[src/rtl/irq_dispatch_pkg.sv]
// Shared constants and FSM state type for the 32-source interrupt dispatcher.
// Latency: n/a (types only).
// Backpressure: n/a.
package irq_dispatch_pkg;

    localparam int NUM_SRC = 32;
    localparam int ID_W = 5;
    localparam logic [ID_W-1:0] SPURIOUS_ID = 5'd31;

    typedef enum logic [1:0] {
        IDLE,
        REQ,
        SERVICE
    } state_t;

endpackage

[src/rtl/prio_enc32.sv]
// Lowest-index-first priority encoder over 32 request bits; found is the OR-reduction.
// Latency: combinational.
// Backpressure: none.
module prio_enc32
    import irq_dispatch_pkg::*;
(
    input  logic [NUM_SRC-1:0] req,
    output logic [ID_W-1:0]    id,
    output logic               found
);

    // Scanning downward lets the lowest set index overwrite any higher one.
    always_comb begin
        id = '0;
        for (int i = NUM_SRC - 1; i >= 0; i--) begin
            if (req[i]) begin
                id = ID_W'(i);
            end
        end
    end

    assign found = |req;

endmodule

[src/rtl/irq_dispatch32.sv]
// Latches IRQ rising edges, raises INTERRUPT, resolves the serviced source on ACK.
// Latency: edge -> PENDING 1 cycle, -> INTERRUPT 2 cycles; ACK -> VECTOR/VALID 1 cycle.
// Backpressure: one source in service at a time; new edges keep accumulating in PENDING.
module irq_dispatch32
    import irq_dispatch_pkg::*;
#(
    parameter LOC = "UNPLACED"
) (
    input  logic               CLK,
    input  logic               RST_N,
    input  logic [NUM_SRC-1:0] IRQ,
    input  logic [NUM_SRC-1:0] MASK,
    output logic               INTERRUPT,
    input  logic               INTERRUPT_ACK,
    output logic [ID_W-1:0]    VECTOR,
    output logic               VALID,
    output logic               SPURIOUS,
    input  logic               CLEAR,
    output logic [NUM_SRC-1:0] PENDING,
    output logic               ANY
);

    // LOC is a placement hint only; this block just anchors the reference.
    if (LOC == 0) begin : g_loc_unset
    end

    state_t             state_q, state_d;
    logic [NUM_SRC-1:0] irq_q;
    logic [NUM_SRC-1:0] pend_q, pend_d;
    logic [NUM_SRC-1:0] rise;
    logic [NUM_SRC-1:0] clr_vec;
    logic               int_q, int_d;
    logic               vld_q, vld_d;
    logic               spur_q, spur_d;
    logic [ID_W-1:0]    vec_q, vec_d;
    logic [ID_W-1:0]    enc_id;
    logic               enc_found;

    assign rise = IRQ & ~irq_q;

    prio_enc32 u_prio (
        .req   (pend_q & MASK),
        .id    (enc_id),
        .found (enc_found)
    );

    always_comb begin
        state_d = state_q;
        int_d   = int_q;
        vld_d   = vld_q;
        spur_d  = spur_q;
        vec_d   = vec_q;
        clr_vec = '0;
        case (state_q)
            IDLE: begin
                if (enc_found) begin
                    state_d = REQ;
                    int_d   = 1'b1;
                end
            end
            REQ: begin
                // INTERRUPT stays up even if the source is masked off before ACK.
                if (INTERRUPT_ACK) begin
                    state_d = SERVICE;
                    int_d   = 1'b0;
                    vld_d   = 1'b1;
                    if (enc_found) begin
                        vec_d   = enc_id;
                        spur_d  = 1'b0;
                        clr_vec = NUM_SRC'(1) << enc_id;
                    end else begin
                        vec_d  = SPURIOUS_ID;
                        spur_d = 1'b1;
                    end
                end
            end
            SERVICE: begin
                if (CLEAR) begin
                    state_d = IDLE;
                    vld_d   = 1'b0;
                    spur_d  = 1'b0;
                end
            end
            default: begin
                state_d = IDLE;
            end
        endcase
        // A new edge arriving with the acknowledge-clear keeps the bit pending.
        pend_d = (pend_q & ~clr_vec) | rise;
    end

    always_ff @(posedge CLK) begin
        irq_q <= IRQ;
        if (!RST_N) begin
            state_q <= IDLE;
            pend_q  <= '0;
            int_q   <= 1'b0;
            vld_q   <= 1'b0;
            spur_q  <= 1'b0;
            vec_q   <= '0;
        end else begin
            state_q <= state_d;
            pend_q  <= pend_d;
            int_q   <= int_d;
            vld_q   <= vld_d;
            spur_q  <= spur_d;
            vec_q   <= vec_d;
        end
    end

    assign INTERRUPT = int_q;
    assign VALID     = vld_q;
    assign SPURIOUS  = spur_q;
    assign VECTOR    = vec_q;
    assign PENDING   = pend_q;
    assign ANY       = enc_found;

endmodule

[config.mk]
export PLATFORM = sky130hd
export DESIGN_NAME = irq_dispatch32
export DESIGN_NICKNAME = d
export VERILOG_FILES = /design/src/rtl/irq_dispatch_pkg.sv /design/src/rtl/prio_enc32.sv /design/src/rtl/irq_dispatch32.sv
export SDC_FILE = /design/constraint.sdc
export NUM_CORES = 1
export LEC_CHECK = 0
export ABC_AREA = 0
export ABC_CLOCK_PERIOD_IN_PS = 4900
export BUFFER_PORTS_ARGS = -buffer_cell sky130_fd_sc_hd__buf_2
export CORE_ASPECT_RATIO = 1.75
export CORE_UTILIZATION = 46
export DETAILED_ROUTE_END_ITERATION = 10
export PLACE_DENSITY = 0.75
export SLEW_MARGIN = 20
export SYNTH_ARGS = -nofsm -noshare
export SYNTH_HDL_FRONTEND = slang
export SYNTH_HIERARCHICAL = 1
export SYNTH_SLANG_ARGS = --single-unit
[constraint.sdc]
create_clock -name CLK -period 4.9 [get_ports CLK]
set_clock_uncertainty 0.2 [all_clocks]
set_input_delay 0.245 -clock CLK [delete_from_list [all_inputs] [get_ports CLK]]
set_output_delay 0.245 -clock CLK [all_outputs]
set_load 0.1 [all_outputs]
==> results_dict.tcl, run 1 <==
set metrics [dict create \
    via_count 2984 \
    syn_to_final_growth_pct 39.6 \
    antenna_cells 0 \
    drt_iter0_markers 123 \
    slowest_stage "a221oi_1" \
    power_density_mw_per_mm2 410 \
    yosysTopAreaCell "dfxtp_1" \
    worstSkewPairLatency_ns 0.33 \
    viasPerCell 5.33 \
    tightest_slew_ns 0.930 \
    end_kind "register" \
    seqPwrFrac_pct 37.4 \
    ys_seq_area_share_pct 47.7 \
    initial_utilization_pct 47.5 \
    synth_edf_count 0 \
    grt_usage_pct 26.5 \
    yosysWarnings 6 \
    crit_chain "and2_1 > nor3b_1 > nor3_1 > o31ai_1 > o2111ai_1 > a221oi_1 > nand2b_1 > nor2_1 > a311oi_1" \
    drive_gt1_share_pct 27.6 \
    pre_cts_slack_ns 1.62 \
    crit_arrival_ns 3.38 \
    synth_flop_cell "dfxtp_1" \
    max-clock-path-buffers 2 \
    swShare_pct 32.6 \
    synth.avg_cell_area_sq_um 9.39 \
    ant_nets 0 \
    coreArea_sq_mm 0.00654 \
    htree_num_levels 3 \
    synth_cells 331 \
    placementRows 39 \
    cts_made_buffers 9 \
    intPower_uw 1200 \
    cts.sinks 74 \
    period_needed_ns 3.40 \
    status "completed" \
    synth_nets 399 \
    path_max_fanout 7 \
    grt_pass1_wl_um 14000 \
    hold_path_class "in -> reg" \
    finalCritPeriodShare_pct 69.4 \
    gp_congestion 0.922 \
    syn_area_sq_mm 0.00311 \
    yosys.area.top_type_share_pct 47.7 \
    fmax_ghz 0.294 \
    die_h_um 111 \
    r2r_cells 9 \
    crit_cells 9 \
    hold_path_depth 4 \
    irDropWorstVdd_v 0.000297 \
    rsz0062_at_grt "false" \
    p_comb_share_pct 25.3 \
    crit_family "compound AO/OA/AOI/OAI gates" \
    drc 0 \
    nets 542 \
    drt-wirelength-per-cell_um 15.7 \
    die_width_um 64.1 \
    first_pass_iters 4 \
    postCtsSetupBuffers 0 \
    clockPowerShare_pct 37.3 \
    crit_required_ns 4.88 \
    power_leakage_uw 0.00189 \
    antenna_found_initial 0 \
    dieArea_sq_mm 0.00710 \
    path_clk_slew_ns 0.05 \
    worstSetupStartpointType "register" \
    slowest_delay_ns 0.81 \
    synth.ff_latch_count 74 \
    cts_tree "done" \
    synth-async-reset-ratio_pct 0 \
    cts_hold_buf 34 \
    worst_slew_margin_rel_pct 38.0 \
    yosysUniqueCellTypes 36 \
    max_cap_viol_count 0 \
    finalHoldViolCount 0 \
    routed_wl_um 8800 \
    switching_power_uw 579 \
    cts_resized 0 \
    io_pins 109 \
    io_buffers 108 \
    place_hpwl_um 6550 \
    slew_viol_final 0 \
    grt-ovfl-total 0 \
    yosys-top-cells-area "dfxtp_1 48%, a311oi_1 8.2%, nand2b_1 6.8%" \
    final.setup.worst_slack_ns 1.50 \
    setup_violations 0 \
    cts-root-buf "clkbuf_16" \
    critical_path_class "reg -> reg" \
    grt_max_degree 40 \
    grt_pass1_vias 2992 \
    final.setup.tns_ns 0 \
    path_buf_inv 0 \
    fin_util_pct 66.3 \
]
-- logic make-up (layout without fill, tap and decap cells) --
logic type             count (synthesis)  after routing  share of synthesized area [%]
AND/OR/NAND/NOR                      158            158                           30.6
AO/OA/AOI/OAI                         75             75                           18.0
buffers and inverters                 24            171                           3.71
flip-flops                            74             74                           47.7
-- cells in the final DEF (no fill, tap or decap), types with 2 or more instances in the layout --
master         netlist  final
a2111oi_0            3      3
a211oi_1             2      2
a21oi_1             18     18
a311oi_1            29     29
and2_1              33     33
and3_1               3      3
buf_2                2    108
clkbuf_16            0      9
clkbuf_8             0      3
dfxtp_1             74     74
dlygate4sd3_1        0     34
inv_1               13     13
nand2_1              6      6
nand2b_1            34     34
nand3_1              2      2
nor2_1              26     26
nor2b_1             27     27
nor3_1               6      6
nor3_2               3      3
nor3b_1              3      3
nor4_1               7      7
o21a_1               2      2
o21ai_0              5      5
o31ai_1             10     10
or4_1                2      2
or4_4                2      2
-- area by class of cell --
| type | instances | area (sq um) |
|---|---|---|
| tap | 82 | 103 |
| sequential | 74 | 1480 |
| clock buffer | 13 | 270 |
| inverter | 13 | 48.8 |
| timing repair buffer | 143 | 888 |
| fill | 559 | 2200 |
| multi-input combinational | 233 | 1510 |
| clock inverter | 2 | 35.0 |
-- routing by layer --
layer  vias up  routed length [um]  global-route usage (%)
li1       1478                   -                       -
met4         0                 262                    14.1
met3        16                 408                    6.48
met2        96                4800                    47.8
met1      1394                3320                    27.4
met5         -                   0                       0
-- stage by stage --
stage	instance area [sq um]	hold slack, ns	std cells	power [uW]
4_1_cts	4340	0.0197	560	1790
3_5_place_dp	3690	0.161	511	1100
5_1_grt	4340	0.0437	560	1840
2_1_floorplan	3110	0.0727	331	1010
3_3_place_gp	3690	0.158	511	1100
6_report	4340	0.0296	560	1780
-- registers in the layout (all words and copies together), names as in the netlist --
register / flops
irq_q: 32
INTERRUPT: 1
VALID: 1
VECTOR: 5
SPURIOUS: 1
state_q: 2
PENDING: 32
-- worst register-to-register path, cell delays in order, from the launching register on --
cell	delay [ns]
dfxtp_1	0.36
and2_1	0.18
nor3b_1	0.21
nor3_1	0.09
o31ai_1	0.32
o2111ai_1	0.17
a221oi_1	0.81
nand2b_1	0.30
nor2_1	0.44
a311oi_1	0.17
-- Yosys cell counts (2+ instances only) --
library cell and count:
buf_6 2, a2111oi_0 3, nor2_1 26, nor3b_1 3, and2_1 33, nor3_1 6
o21a_1 2, and3_1 3, inv_1 13, nor4_1 7, dfxtp_1 74, o31ai_1 10
a211oi_1 2, buf_2 2, o21ai_0 5, nor2b_1 27, clkbuf_1 5, or4_1 2
nand2b_1 34, or4_4 2, nand2_1 6, a21oi_1 18, buf_4 2, a311oi_1 29
nand3_1 2, nor3_2 3
-- power by group through the flow --
stage	Sequential [uW]	Clock [uW]	Combinational, uW
floorplan	847	0	160
global placement	677	0	420
detailed placement	677	0	425
CTS	665	674	447
global route	670	698	476
finish	666	663	450
-- final timing paths --
path                                              from                      end  slack (ns)
worst min-delay path                             CLEAR  state_q[1]$_SDFFE_PN0P_        0.03
worst max-delay path            PENDING[31]$_SDFF_PN0_    PENDING[1]$_SDFF_PN0_        1.50
worst max register to register  PENDING[31]$_SDFF_PN0_    PENDING[1]$_SDFF_PN0_        1.50
worst min register to register      VALID$_SDFFE_PN0P_       VALID$_SDFFE_PN0P_        0.27
Power figures use the tool's default switching activity.
==> inputs of run 2 (changes only) <==
--- a/config.mk
+++ b/config.mk
@@ -6,12 +6,12 @@
 export NUM_CORES = 1
 export LEC_CHECK = 0
 export ABC_AREA = 0
-export ABC_CLOCK_PERIOD_IN_PS = 4900
+export ABC_CLOCK_PERIOD_IN_PS = 2800
 export BUFFER_PORTS_ARGS = -buffer_cell sky130_fd_sc_hd__buf_2
 export CORE_ASPECT_RATIO = 1.75
-export CORE_UTILIZATION = 46
+export CORE_UTILIZATION = 45
 export DETAILED_ROUTE_END_ITERATION = 10
-export PLACE_DENSITY = 0.75
+export PLACE_DENSITY = 0.76
 export SLEW_MARGIN = 20
 export SYNTH_ARGS = -nofsm -noshare
 export SYNTH_HDL_FRONTEND = slang
==> constraint.sdc (replaced) <==
create_clock -name CLK -period 2.8 [get_ports CLK]
set_clock_uncertainty 0.2 [all_clocks]
set_input_delay 0.14 -clock CLK [delete_from_list [all_inputs] [get_ports CLK]]
set_output_delay 0.14 -clock CLK [all_outputs]
set_load 0.1 [all_outputs]
==> run 2 against run 1 <==
  * Clock power rose by 72%
  * Utilization rose by 4.1 points
  * Critical path depth did not move
  * Count of clock-buffer cells in the layout rose by 2
  * Final cell count rose by 3.8%
  * Critical path type unchanged
  * Critical endpoint is now PENDING[11]$_SDFF_PN0_
==> results_dict.tcl, run 2 (synthesis gave the netlist of run 1 again) <==
set metrics [dict create \
    r2r_end "PENDING[11]$_SDFF_PN0_" \
    antenna_cells 0 \
    grt_max_degree 22 \
    crit_family "simple AND/OR/NAND/NOR gates" \
    die_width_um 64.8 \
    coreArea_sq_mm 0.00659 \
    dieArea_sq_mm 0.00725 \
    drt-wirelength-per-cell_um 15.9 \
    worstSetupStartpointType "register" \
    finalCritPeriodShare_pct 95.2 \
    whs_ns 0.260 \
    ant_nets 0 \
    worstSetupEndpoint "PENDING[11]$_SDFF_PN0_" \
    nFillCells 523 \
    r2r_cells 9 \
    finalHoldViolCount 0 \
    irDropWorstVdd_v 0.000448 \
    power_leakage_uw 0.00202 \
    path_buf_inv 1 \
    crit_chain "and2_4 > or4_4 > o21ai_1 > nand2_1 > a21boi_2 > nand2b_1 > nor2_1 > buf_4 > a311oi_1" \
    status "completed" \
    cts.sinks 74 \
    slowest_stage "or4_4" \
    swShare_pct 33.1 \
    drt_iter0_markers 169 \
    gp_congestion 0.895 \
    cts-root-buf "clkbuf_16" \
    timing.rr.start "PENDING[19]$_SDFF_PN0_" \
    path_max_fanout 5 \
    routed_wl_um 9230 \
    grt_pass1_vias 3199 \
    power.total_uw 3170 \
    io_pins 109 \
    fmax_ghz 0.375 \
    final.setup.worst_slack_ns 0.133 \
    die_h_um 112 \
    syn_to_final_growth_pct 49.3 \
    rsz0062_at_grt "false" \
    multiInputGateArea_sq_mm 0.00160 \
    p_comb_share_pct 27.5 \
    drc 0 \
    final_cell_mix "108 x buf_2, 45 x dfxtp_1, 35 x dlygate4sd3_1, 33 x nand2b_1, 31 x and2_1" \
    max-clock-path-buffers 2 \
    startpoint "PENDING[19]$_SDFF_PN0_" \
    antenna_found_initial 0 \
    seqPwrFrac_pct 36.7 \
    via_count 3100 \
    hold_path_class "in -> reg" \
    dp.cells 528 \
    nets 562 \
    worst_slew_margin_rel_pct 53.0 \
    crit_arrival_ns 2.70 \
    setup_violations 0 \
    reg2reg_slack_ns 0.13 \
    worstSkewPairLatency_ns 0.33 \
    slew_viol_final 0 \
    path_clk_slew_ns 0.06 \
    tightest_slew_ns 0.704 \
    htree_num_levels 3 \
    placementRows 39 \
    critical_path_class "reg -> reg" \
    power_density_mw_per_mm2 684 \
    fin_cells 581 \
    fin_util_pct 70.4 \
    final_common_cell "buf_2" \
    initial_utilization_pct 47.2 \
    viasPerCell 5.34 \
    switching_power_uw 1050 \
    grt_pass1_wl_um 14500 \
    cts_tree "done" \
    grt_usage_pct 26.6 \
    max_cap_viol_count 0 \
    clockPowerShare_pct 35.8 \
    place_hpwl_um 6770 \
    drive_gt1_share_pct 39.1 \
    slowest_delay_ns 0.57 \
    io_buffers 108 \
    intPower_uw 2120 \
    end_kind "register" \
    period_needed_ns 2.67 \
    crit_cells 9 \
    grt-ovfl-total 0 \
    crit_required_ns 2.83 \
    regArea_sq_mm 0.00154 \
    cts_made_buffers 9 \
    pre_cts_slack_ns 0.0854 \
    first_pass_iters 4 \
]
## run 2: worst register-to-register path: cells and delay by family (launching register included)
family	cells	cell delay (ns)
AND/OR/NAND/NOR	5	1.14
AO/OA/AOI/OAI	3	0.72
flip-flops	1	0.35
buffers and inverters	1	0.16
## run 2: per-layer routing
layer	global-route usage (%)	wire length (um)	vias up
li1	-	-	1514
met1	25.2	3320	1472
met2	51.4	5300	101
met3	5.64	440	13
met4	12.4	170	0
met5	0	0	-
## run 2: final cells by class
type,instances,area share (%)
timing repair buffer,163,22.4
sequential,74,33.2
clock buffer,15,6.45
tap,82,2.21
clock inverter,1,0.108
multi-input combinational,233,34.5
inverter,13,1.05
## run 2: through the flow
step / area (sq um) / setup TNS [ns]
3_3_place_gp: 3890 / 0
2_1_floorplan: 3190 / -27.47
3_5_place_dp: 3890 / 0
6_report: 4640 / 0
5_1_grt: 4640 / 0
4_1_cts: 4550 / 0
## run 2: how the worst min path moves through the flow
stage | startpoint | to | slack [ns] | cells past startpoint
2_1_floorplan | IRQ[0] | irq_q[0]$_DFF_P_ | -0.03 | 0
3_3_place_gp | IRQ[26] | irq_q[26]$_DFF_P_ | 0.05 | 1
3_5_place_dp | IRQ[29] | irq_q[29]$_DFF_P_ | 0.06 | 1
4_1_cts | IRQ[2] | irq_q[2]$_DFF_P_ | 0.25 | 2
5_1_grt | IRQ[13] | irq_q[13]$_DFF_P_ | 0.26 | 2
6_report | IRQ[17] | irq_q[17]$_DFF_P_ | 0.26 | 2
## run 2: timing repair
| item | in CTS | in global routing |
|---|---|---|
| buffers inserted | 1 | 1 |
| hold buffers | 35 | 0 |
| resized for setup | 0 | 16 |
| hold endpoints to repair | 69 | 0 |
| pin swaps | 1 | 4 |
| endpoints found under the setup margin | 1 | 26 |
## run 2: power by group through the flow
stage               Sequential (uW)  Clock [uW]  Combinational (uW)
floorplan                      1490           0                 289
global placement               1180           0                 781
detailed placement             1190           0                 788
CTS                            1160        1150                 831
global route                   1170        1180                 921
finish                         1170        1140                 872
==> inputs of run 3 (changes only) <==
--- a/config.mk
+++ b/config.mk
@@ -8,7 +8,7 @@
 export ABC_AREA = 0
 export ABC_CLOCK_PERIOD_IN_PS = 2800
 export BUFFER_PORTS_ARGS = -buffer_cell sky130_fd_sc_hd__buf_2
-export CORE_ASPECT_RATIO = 1.75
+export CORE_ASPECT_RATIO = 1.4
 export CORE_UTILIZATION = 45
 export DETAILED_ROUTE_END_ITERATION = 10
 export PLACE_DENSITY = 0.76
==> run 3 against run 2 <==
  * Clock power fell by 21%
  * Wire length fell by 5.5%
  * Sequential share of layout area rose by 1.4 points
  * Worst hold slack got worse by 0.026 ns
  * Maximum frequency fell by 3.0%
  * Combinational power fell by 5.7%
  * Total power fell by 9.0%
  * Via count fell by 3.4%
  * Sequential power barely moved
  * Largest cell class unchanged
  * Utilization fell by 3.1 points
  * Critical path depth rose by 2
  * Non-clock buffer count fell by 11
==> results_dict.tcl, run 3 (synthesis gave the netlist of run 1 again) <==
set metrics [dict create \
    status "completed" \
    end_kind "register" \
    final_common_cell "buf_2" \
    slew_viol_final 0 \
    slowest_delay_ns 0.54 \
    cp_common_cell "buf_4" \
    use_met1_pct 27.6 \
    setup_violations 0 \
    place_hpwl_um 6360 \
    gp_congestion 0.922 \
    routed_wl_um 8720 \
    critical_path_class "reg -> reg" \
    grt_pass1_vias 2881 \
    slowest_stage "a2111oi_1" \
    path_clk_slew_ns 0.08 \
    antenna_cells 0 \
    drt_iter0_markers 131 \
    dp.cells 528 \
    final_area_sq_mm 0.00445 \
    use_met3_pct 5.02 \
    drive_gt1_share_pct 37.2 \
    crit_chain "and2_1 > inv_1 > a21oi_1 > o21ai_0 > a2111oi_1 > a221oi_2 > buf_4 > nand2b_1 > nor2_1 > buf_4 > a311oi_1" \
    fmax_ghz 0.364 \
    tightest_slew_ns 0.507 \
    via_count 2996 \
    nets 551 \
    grt_usage_pct 24.6 \
    period_needed_ns 2.75 \
    final.setup.worst_slack_ns 0.0500 \
    antenna_found_initial 0 \
    irDropWorstVdd_v 0.000367 \
    final_cell_mix "108 x buf_2, 45 x dfxtp_1, 35 x dlygate4sd3_1, 34 x nand2b_1, 31 x and2_1" \
    worstSkewPairLatency_ns 0.35 \
    top_usage_layer "met2" \
    regArea_sq_mm 0.00154 \
    htree_num_levels 3 \
    ant_nets 0 \
    worst_slew_margin_rel_pct 66.5 \
    placementRows 35 \
    cts_tree "done" \
    syn_to_final_growth_pct 43.4 \
    finalHoldViolCount 0 \
    drt-wirelength-per-cell_um 15.1 \
    initial_utilization_pct 47.0 \
    crit_required_ns 2.84 \
    grt_pass1_wl_um 13300 \
    path_max_fanout 7 \
    final.setup.tns_ns 0 \
    dpl_cell_area_sq_mm 0.00382 \
    io_pins 109 \
    cts-root-buf "clkbuf_8" \
    power_leakage_uw 0.00192 \
    cts_made_buffers 9 \
    multiInputGateArea_sq_mm 0.00157 \
    pre_cts_slack_ns 0.0293 \
    hold_path_class "in -> reg" \
    crit_arrival_ns 2.79 \
    die_width_um 72.2 \
    drc 0 \
    viasPerCell 5.17 \
    grt_max_degree 39 \
    first_pass_iters 4 \
    power.total_uw 2890 \
    max-clock-path-buffers 2 \
    grt-ovfl-total 0 \
    worstSetupStartpointType "register" \
    max_cap_viol_count 0 \
    dieArea_sq_mm 0.00724 \
    coreArea_sq_mm 0.00661 \
    cts.sinks 74 \
    nFillCells 520 \
    finalCritPeriodShare_pct 98.2 \
    fin_cells 579 \
    io_buffers 108 \
    die_h_um 100 \
    power_density_mw_per_mm2 649 \
    met2_usage_pct 43.8 \
]
==> run 3: cell types whose count changed in the layout (fill, tap and decap cells not counted), sizes merged <==
| cell | before | now |
|---|---|---|
| buf | 128 | 117 |
| bufinv | 0 | 1 |
| clkbuf | 15 | 12 |
| clkinv | 1 | 2 |
==> run 3: what timing repair did <==
action | in CTS | in global routing
pin swaps | 1 | 0
buffers inserted | 1 | 0
setup endpoints to repair | 1 | 25
hold buffers | 35 | 0
hold endpoints to repair | 69 | 0
resized for setup | 0 | 11
==> run 3: critical path: cells and delay by family, from the launching register on <==
family | cells | cell delay (ns)
AOI/OAI and AO/OA | 5 | 1.19
and+or+nand+nor | 3 | 0.50
buffers and inverters | 3 | 0.40
DFF | 1 | 0.34
==> run 3: final cells by class <==
| type | count | area share, % |
|---|---|---|
| clock buffer | 12 | 3.99 |
| clock inverter | 3 | 0.983 |
| inverter | 13 | 1.10 |
| multi-input combinational | 233 | 35.3 |
| sequential | 74 | 34.6 |
| tap | 92 | 2.58 |
| timing repair buffer | 152 | 21.5 |
==> run 3: metrics by stage <==
step | hold slack, ns | utilization, %
6_report | 0.234 | 67.4
5_1_grt | 0.227 | 67.4
4_1_cts | 0.227 | 66.6
3_5_place_dp | 0.0567 | 57.8
3_3_place_gp | 0.0548 | 57.8
2_1_floorplan | -0.0323 | -
==> run 3: report_power, final <==
group / switching, uW / internal (uW) / total [uW]
logic: 580 / 242 / 822
clock network: 387 / 515 / 902
registers: 40.9 / 1120 / 1170
==> run 3: path summary, 6_finish.rpt <==
check,start,end,slack (ns),cells past startpoint
worst max register to register,PENDING[16]$_SDFF_PN0_,PENDING[19]$_SDFF_PN0_,0.05,11
worst max-delay path,PENDING[16]$_SDFF_PN0_,PENDING[19]$_SDFF_PN0_,0.05,11
worst min register to register,PENDING[24]$_SDFF_PN0_,PENDING[24]$_SDFF_PN0_,0.27,2
worst min-delay path,IRQ[4],irq_q[4]$_DFF_P_,0.23,2
==> run 3: per-layer routing <==
metal	vias to the layer above	routed length, um	share of wire [%]
li1	1489	-	-
met1	1398	3450	40
met2	92	4690	54
met3	17	398	4.6
met4	0	179	2.1
met5	-	0	0
